===== config.mk =====
export PLATFORM = sky130hd
export DESIGN_NAME = mastermind_scorer
export DESIGN_NICKNAME = d
export VERILOG_FILES = /design/src/rtl/mastermind_scorer.sv
export SDC_FILE = /design/constraint.sdc
export NUM_CORES = 1
export LEC_CHECK = 0
export BUFFER_PORTS_ARGS = -buffer_cell sky130_fd_sc_hd__clkbuf_2
export CORE_ASPECT_RATIO = 0.6
export CORE_MARGIN = 8
export CORE_UTILIZATION = 35
export DETAILED_ROUTE_END_ITERATION = 12
export GPL_ROUTABILITY_DRIVEN = 0
export PLACE_DENSITY = 0.62
export SLEW_MARGIN = 25
export SYNTH_ARGS = -nofsm -noshare
export SYNTH_HDL_FRONTEND = slang
export SYNTH_SLANG_ARGS = --single-unit
export TNS_END_PERCENT = 20

===== constraint.sdc =====
create_clock -name clk -period 2.3 [get_ports clk]
set_input_delay 0.46 -clock clk [delete_from_list [all_inputs] [get_ports clk]]
set_output_delay 0.46 -clock clk [all_outputs]
set_load 0.05 [all_outputs]

===== src/rtl/mastermind_scorer.sv =====
// Mastermind scoring engine: latches a secret code, accepts guesses over a
// valid/ready handshake and scores each one in two passes (exact matches,
// then colour-only matches) so every code and guess peg is consumed at most
// once, even with repeated colours. Tracks guess count and win/loss.
module mastermind_scorer #(
    parameter int  NUM_PEGS    = 4,
    parameter int  COLOR_BITS  = 3,
    parameter int  MAX_GUESSES = 8,
    localparam int CNT_W       = $clog2(NUM_PEGS + 1),
    localparam int GC_W        = $clog2(MAX_GUESSES + 1)
) (
    input  logic                           clk,
    input  logic                           reset,
    input  logic                           new_game,
    input  logic                           code_we,
    input  logic [NUM_PEGS*COLOR_BITS-1:0] code_in,
    input  logic                           guess_valid,
    input  logic [NUM_PEGS*COLOR_BITS-1:0] guess_in,
    output logic                           guess_ready,
    output logic                           result_valid,
    output logic [CNT_W-1:0]               red,
    output logic [CNT_W-1:0]               white,
    output logic [GC_W-1:0]                guess_count,
    output logic                           game_won,
    output logic                           game_lost,
    output logic                           busy
);

    localparam int IDX_W = $clog2(NUM_PEGS);
    localparam logic [IDX_W-1:0] LAST_IDX   = IDX_W'(NUM_PEGS - 1);
    localparam logic [GC_W-1:0]  LAST_GUESS = GC_W'(MAX_GUESSES - 1);
    localparam logic [CNT_W-1:0] ALL_RED    = CNT_W'(NUM_PEGS);

    typedef enum logic [2:0] {
        S_WAIT_CODE,
        S_READY,
        S_RED_SCAN,
        S_WHITE_SCAN,
        S_REPORT,
        S_WON,
        S_LOST
    } state_t;

    state_t                         r_state;
    state_t                         w_state_next;
    logic [NUM_PEGS*COLOR_BITS-1:0] r_code;
    logic [NUM_PEGS*COLOR_BITS-1:0] r_guess;
    logic [NUM_PEGS-1:0]            r_code_used;
    logic [NUM_PEGS-1:0]            r_guess_used;
    logic [IDX_W-1:0]               r_idx;
    logic [CNT_W-1:0]               r_red_acc;
    logic [CNT_W-1:0]               r_white_acc;
    logic [CNT_W-1:0]               r_red;
    logic [CNT_W-1:0]               r_white;
    logic [GC_W-1:0]                r_gcount;
    logic                           r_result_valid;

    logic [COLOR_BITS-1:0]          w_code_peg  [NUM_PEGS];
    logic [COLOR_BITS-1:0]          w_guess_peg [NUM_PEGS];
    logic [NUM_PEGS-1:0]            w_idx_onehot;
    logic [NUM_PEGS-1:0]            w_color_hit;
    logic [NUM_PEGS-1:0]            w_white_first;
    logic [COLOR_BITS-1:0]          w_cur_guess;
    logic                           w_red_hit;
    logic                           w_white_hit;
    logic [IDX_W-1:0]               w_idx_next;

    // Per-peg unpacking, scan-position decode and the unused-code-peg colour matches
    generate
        for (genvar gi = 0; gi < NUM_PEGS; gi++) begin : g_peg
            assign w_code_peg[gi]   = r_code[gi*COLOR_BITS +: COLOR_BITS];
            assign w_guess_peg[gi]  = r_guess[gi*COLOR_BITS +: COLOR_BITS];
            assign w_idx_onehot[gi] = (r_idx == IDX_W'(gi));
            assign w_color_hit[gi]  = !r_code_used[gi] && (w_code_peg[gi] == w_cur_guess);
        end
    endgenerate

    assign w_cur_guess   = w_guess_peg[r_idx];
    assign w_red_hit     = (w_code_peg[r_idx] == w_cur_guess);
    // Isolate the lowest set bit: the lowest-numbered free code peg of the wanted colour
    assign w_white_first = w_color_hit & (~w_color_hit + NUM_PEGS'(1));
    assign w_white_hit   = !r_guess_used[r_idx] && (|w_color_hit);
    assign w_idx_next    = (r_idx == LAST_IDX) ? '0 : r_idx + IDX_W'(1);

    assign guess_ready  = (r_state == S_READY);
    assign busy         = (r_state == S_RED_SCAN) || (r_state == S_WHITE_SCAN) ||
                          (r_state == S_REPORT);
    assign game_won     = (r_state == S_WON);
    assign game_lost    = (r_state == S_LOST);
    assign result_valid = r_result_valid;
    assign red          = r_red;
    assign white        = r_white;
    assign guess_count  = r_gcount;

    // State register
    always_ff @(posedge clk) begin
        if (reset) begin
            r_state <= S_WAIT_CODE;
        end else begin
            r_state <= w_state_next;
        end
    end

    // Next-state logic; new_game overrides every other request
    always_comb begin
        w_state_next = r_state;
        if (new_game) begin
            w_state_next = S_WAIT_CODE;
        end else begin
            case (r_state)
                S_WAIT_CODE:  if (code_we)            w_state_next = S_READY;
                S_READY:      if (guess_valid)        w_state_next = S_RED_SCAN;
                S_RED_SCAN:   if (r_idx == LAST_IDX)  w_state_next = S_WHITE_SCAN;
                S_WHITE_SCAN: if (r_idx == LAST_IDX)  w_state_next = S_REPORT;
                S_REPORT: begin
                    if (r_red_acc == ALL_RED)         w_state_next = S_WON;
                    else if (r_gcount == LAST_GUESS)  w_state_next = S_LOST;
                    else                              w_state_next = S_READY;
                end
                S_WON, S_LOST:                        w_state_next = r_state;
                default:                              w_state_next = S_WAIT_CODE;
            endcase
        end
    end

    // Datapath: code/guess capture, the two scoring passes and result publication
    always_ff @(posedge clk) begin
        if (reset) begin
            r_code         <= '0;
            r_guess        <= '0;
            r_code_used    <= '0;
            r_guess_used   <= '0;
            r_idx          <= '0;
            r_red_acc      <= '0;
            r_white_acc    <= '0;
            r_red          <= '0;
            r_white        <= '0;
            r_gcount       <= '0;
            r_result_valid <= 1'b0;
        end else begin
            r_result_valid <= 1'b0;
            if (new_game) begin
                r_red    <= '0;
                r_white  <= '0;
                r_gcount <= '0;
            end else begin
                case (r_state)
                    S_WAIT_CODE: begin
                        if (code_we) begin
                            r_code   <= code_in;
                            r_red    <= '0;
                            r_white  <= '0;
                            r_gcount <= '0;
                        end
                    end
                    S_READY: begin
                        if (guess_valid) begin
                            r_guess      <= guess_in;
                            r_code_used  <= '0;
                            r_guess_used <= '0;
                            r_red_acc    <= '0;
                            r_white_acc  <= '0;
                            r_idx        <= '0;
                        end
                    end
                    S_RED_SCAN: begin
                        if (w_red_hit) begin
                            r_red_acc    <= r_red_acc + CNT_W'(1);
                            r_code_used  <= r_code_used | w_idx_onehot;
                            r_guess_used <= r_guess_used | w_idx_onehot;
                        end
                        r_idx <= w_idx_next;
                    end
                    S_WHITE_SCAN: begin
                        if (w_white_hit) begin
                            r_white_acc <= r_white_acc + CNT_W'(1);
                            r_code_used <= r_code_used | w_white_first;
                        end
                        r_idx <= w_idx_next;
                    end
                    S_REPORT: begin
                        r_result_valid <= 1'b1;
                        r_red          <= r_red_acc;
                        r_white        <= r_white_acc;
                        r_gcount       <= r_gcount + GC_W'(1);
                    end
                    default: begin
                    end
                endcase
            end
        end
    end

endmodule


Word-level counts from Yosys, hierarchy flattened
Index checks and enable logic that the tools add are counted.

Logic and storage cells: 115. Output and inout port bits: 15. Input port bits: 29. ROM bits: 0. Latch bits: 0. Memories: 0. Bits in writable memories: 0. Register bits after elaboration: 54.

Add/sub/neg operators: 5. Muxes and demuxes: 35. Equal/unequal tests: 22. Reductions and logical operators: 31. Divide/modulo/power cells: 0. Order comparisons: 2. $mul: 0. Shift operators: 0. Bitwise gates (word level): 8.

Operators by type and width (number): $mux 3 (14); $pmux 3 s2 (4); $mux 4 (5); $pmux 3 s6 (1); $pmux 4 s2 (2); $eq 3x3->1 (5); $bmux 3 s2 (2); $eq 3x3->1 const B (4); $ne 2x2->1 const B (6); $or 4x4->4 (3); $pmux 4 s3 (1); $reduce_and 5->1 (2); $reduce_and 3->1 (3); $add 4x1->4 const B (2); $reduce_and 4->1 (2); $reduce_bool 2->1 (4); $add 3x1->3 const B (2); $eq 3x2->1 const B (2); $reduce_or 2->1 (3); $logic_and 1x1->1 (5); $logic_not 1->1 (5); $and 4x4->4 (1); $eq 2x2->1 const B (2); $eq 4x3->1 const B (1); other kinds (18) (22).

Logic depth before layout (Yosys ltp)
Depth after elaboration: 12. Gate-level depth with buffers: 8. Mapped depth without buffers: 7.

Least setup slack after synthesis
OpenSTA, ideal clock, no wires.

Path type: flip-flop to flip-flop. Start point: register r_idx[0]. End point: register r_white_acc[0]. Stages on the path, launching flop included: 8. Library setup time: 0.121 ns. Slack: -0.206 ns. Arrival time: 2.385 ns. Cells stage by stage: dfxtp_1 > buf_6 > mux4_2 > xor2_1 > or4_4 > a41oi_2 > a21oi_2 > mux2_4.

Longest elaborated chain between the ends: 10.

RTL lines: start: declaration (RTL line 50) `logic [IDX_W-1:0] r_idx;`; start signal: assignment (RTL line 172) `r_idx <= w_idx_next;`; start signal: assignment (RTL line 179) `r_idx <= w_idx_next;`; $not 2->3 (not written as such) (RTL line 78) `assign w_cur_guess = w_guess_peg[r_idx];`; $bmux 3 s2 (RTL line 78); $mux 3 (not written as such) (2 in series) (RTL line 78); $eq 3x3->1 (RTL line 74) `assign w_color_hit[gi] = !r_code_used[gi] && (w_code_peg[gi] == w_cur_guess);`; $logic_and 1x1->1 (RTL line 74); $reduce_or 4->1 (RTL line 82) `assign w_white_hit = !r_guess_used[r_idx] && (|w_color_hit);`; $logic_and 1x1->1 (*) (RTL line 82); $ne 2x2->1 (no source line) (*); $reduce_and 4->1 (no source line) (*); end signal: assignment (RTL line 176) `r_white_acc <= r_white_acc + CNT_W'(1);`; end: declaration (RTL line 52) `logic [CNT_W-1:0] r_white_acc;`.

Mark *: on every way between the ends. The rest lies on a longest branch, timed or not. The select of a mux whose other input is x is not followed. A chain may end at the register's enable or synchronous reset.

Worst setup path after layout
Same ends and word-level chain as after synthesis.

==> impl_metrics.toml <==
[placement]
portBuffers = 43
placedCellCount = 476
place.detailed.hpwl_mm = 5.56
dpl-instance-area_um2 = 3250
place_ws_ns = -0.214

[outcome]
violations = "negative setup slack"
status = "finished with violations"

[worst_setup_path]
arrival_ns = 2.69
cp_cell_sequence = "mux4_2, xor2_1, or4_4, a41oi_4, a21oi_2, mux2_4"
crit_required_ns = 2.48
endpoint_kind = "register"
crit_buf_inv = 0
critPathSlowestCell = "mux4_2"
r2r-start = "r_idx[0]$_SDFFE_PP0P_"
reg2reg_depth = 6
cpPeakStageDelay_ns = 0.62
critPathKind = "register to register"
regToRegSetupSlack_ns = -0.21
cp_max_fo = 6
crit_family = "multiplexers"
worst_setup_path_start_kind = "register"
r2r_end = "r_white_acc[0]$_SDFFE_PP0P_"

[die]
dieWidth_um = 130
initial_core_util_pct = 35.5
dieArea_um2 = 11000
placementRows = 25
core_area_um2 = 7730
die_y_um = 84.6
io_pins = 44

[logic_synthesis]
synth_area_per_cell_um2 = 8.79
synth_edf_count = 0
yosysMostFrequentCell = "nand2_1"
synth_area_leader_cell = "dfxtp_1"
synthArstFlopShare_pct = 0
synth_area_leaders = "dfxtp_1 39%, nand2_1 8.9%, a21oi_1 5.5%"
synth-main-ff-cell = "dfxtp_1"
synth-seq-cells = 54
ys_seq_area_share_pct = 39.4
synth.distinct_cells = 51
synth.net_count = 349
synth_top_area_share_pct = 39.4
ys_warn_count = 0
syn_inst = 312
synthTopCellsByCount = "65 x nand2_1, 54 x dfxtp_1, 30 x a21oi_1, 22 x nor2_1"
syn_area_um2 = 2740

[drt]
wl_mm = 7.47
via_per_inst = 5.06
wl_per_cell_um = 15.4
drcViolationCount = 0
drt_iter0_drc = 152
drtPass1Iterations = 5
via_count = 2453
ant_nets = 0

[hold_path]
worstHoldStart = "guess_in[9]"
hold_path_depth = 3
whs_endpoint = "r_guess[9]$_SDFFE_PP0P_"
hp-class = "primary input to register"

[clock_network]
clk_path_buf_depth = 2
cts_max_level = 2
cts-root-buf = "clkbuf_16"
cts_num_sinks = 54
hold_buffers = 0
cts_buffers = 5
worst_skew_pair.late_latency_ns = 0.30
clk_pin_slew_ns = 0.08
cts_tree = "built"

[finish]
area_growth_pct = 26.9
final_cells = 485
layout-drive-gt1-share_pct = 27.9
nets = 413
stdcell_area_um2 = 3480
nFillCells = 786
n_antenna_cell = 0

[power]
combinationalPowerShare_pct = 10.5
power_density_nw_per_um2 = 594
vdd_drop_max_mv = 0.371
power.switching_w = 0.000498
switching_share_pct = 24.1
p_int_w = 0.00157
leakage_nw = 1.50
clkPwrFrac_pct = 42.6
p_seq_share_pct = 46.9

[sta]
finalHoldViolCount = 0
fin_skew_ns = 0.00695
fin_crit_ns = 2.51
setup_viol = 7
fmax_mhz = 399
maxSlewHeadroom_pct = 49.3
fin_tns_setup_ns = -1.05
timing.final.ws_setup_ns = -0.209
timing.final.crit_share_pct = 109
rsz0062_at_grt = "yes"
worstMarginPinSlew_ns = 0.757
slew_viol_final = 0

[global_routing]
grt_usage_pct = 13.8
grt_pass1_vias = 2374
grt_antenna_before_repair = 0
overflow = 0
grt_max_degree = 24
grt_pass1_wl_mm = 12.3

[job]
drv_cap = 0
==> how the worst max path moves through the flow <==
| stage | end | startpoint | cells after the start | slack, ns |
|---|---|---|---|---|
| after global placement | r_white_acc[0]$_SDFFE_PP0P_ | r_idx[0]$_SDFFE_PP0P_ | 6 | -0.15 |
| after floorplan | r_white_acc[0]$_SDFFE_PP0P_ | r_idx[0]$_SDFFE_PP0P_ | 7 | -0.18 |
| after CTS | r_white_acc[0]$_SDFFE_PP0P_ | r_idx[0]$_SDFFE_PP0P_ | 6 | -0.21 |
| final | r_white_acc[0]$_SDFFE_PP0P_ | r_idx[0]$_SDFFE_PP0P_ | 6 | -0.21 |
| after detailed placement | r_white_acc[0]$_SDFFE_PP0P_ | r_idx[0]$_SDFFE_PP0P_ | 6 | -0.21 |
| after global routing | r_white_acc[0]$_SDFFE_PP0P_ | r_idx[0]$_SDFFE_PP0P_ | 6 | -0.25 |
==> power by group through the flow <==
stage	clock (W)	combinational, W	sequential, W
2_1_floorplan	0	0.000124	0.000983
5_1_grt	0.000936	0.000239	0.000972
3_3_place_gp	0	0.000199	0.000992
6_report	0.000881	0.000218	0.000970
3_5_place_dp	0	0.000202	0.000992
4_1_cts	0.000902	0.000212	0.000969
==> sequential cells by signal, summed over array words and instances (netlist names) <==
name,flops
result_valid,1
r_state,3
r_code_used,4
r_guess,12
r_red_acc,3
r_code,12
r_guess_used,4
guess_count,4
white,3
red,3
r_white_acc,3
r_idx,2
==> final cells by class <==
type	count	area [µm²]	share of cell area [%]
timing repair buffer	76	463	13.3
clock inverter	3	47.5	1.36
multi-input combinational	235	1610	46.3
clock buffer	5	125	3.59
inverter	4	15.0	0.431
tap	108	135	3.88
sequential	54	1080	31.1
==> routing by layer <==
layer  global-route usage [%]  routed length [µm]
met5                        0                   0
met4                     2.52                  59
met3                     3.29                 411
met2                     18.1                2940
met1                     21.7                4050
==> logic make-up after synthesis <==
| group | Yosys count | synth area share (%) |
|---|---|---|
| mux | 13 | 7.71 |
| fa+ha+maj | 8 | 3.65 |
| simple gates | 125 | 22.1 |
| compound gates | 68 | 16.9 |
| flops | 54 | 39.4 |
| xor+xnor | 21 | 6.70 |
| buf+inv | 23 | 3.51 |
==> stage by stage <==
stage | hold slack [ns] | utilization, % | power [W]
after floorplan | 0.433 | - | 0.00111
after global placement | 0.460 | 42.1 | 0.00119
after detailed placement | 0.449 | 42.1 | 0.00119
final | 0.379 | 45.1 | 0.00207
after global routing | 0.377 | 45.1 | 0.00215
after CTS | 0.376 | 44.7 | 0.00208
==> what timing repair did <==
action                     CTS  global route
buffers inserted             0             1
pin swaps                    3             5
resized for setup            4             4
setup endpoints to repair   14            15
==> worst reg2reg max path, stage by stage (launching register included) <==
cell	delay, ns
dfxtp_4	0.39
mux4_2	0.62
xor2_1	0.19
or4_4	0.52
a41oi_4	0.27
a21oi_2	0.11
mux2_4	0.31
==> placed cells by master, fill, tap and decap left out, types with 3 or more instances in the layout <==
cell       netlist  final
ha_1             8      8
buf_4            0     33
mux4_2           6      6
nand3_1          4      4
nand2b_1         4      4
xor2_1          16     16
a32o_1           3      3
nand2_1         65     65
xnor2_1          5      4
dfxtp_1         54     53
mux2i_1          5      5
clkbuf_2         0     43
a21oi_1         30     30
a22oi_1          3      3
nor2_1          22     20
inv_1            4      4
nor3_1           4      4
nor2b_1          3      3
o21ai_1          3      3
clkbuf_16        0      5
or4_4            4      4
a22o_1          12     12
Power figures use the tool's default switching activity.
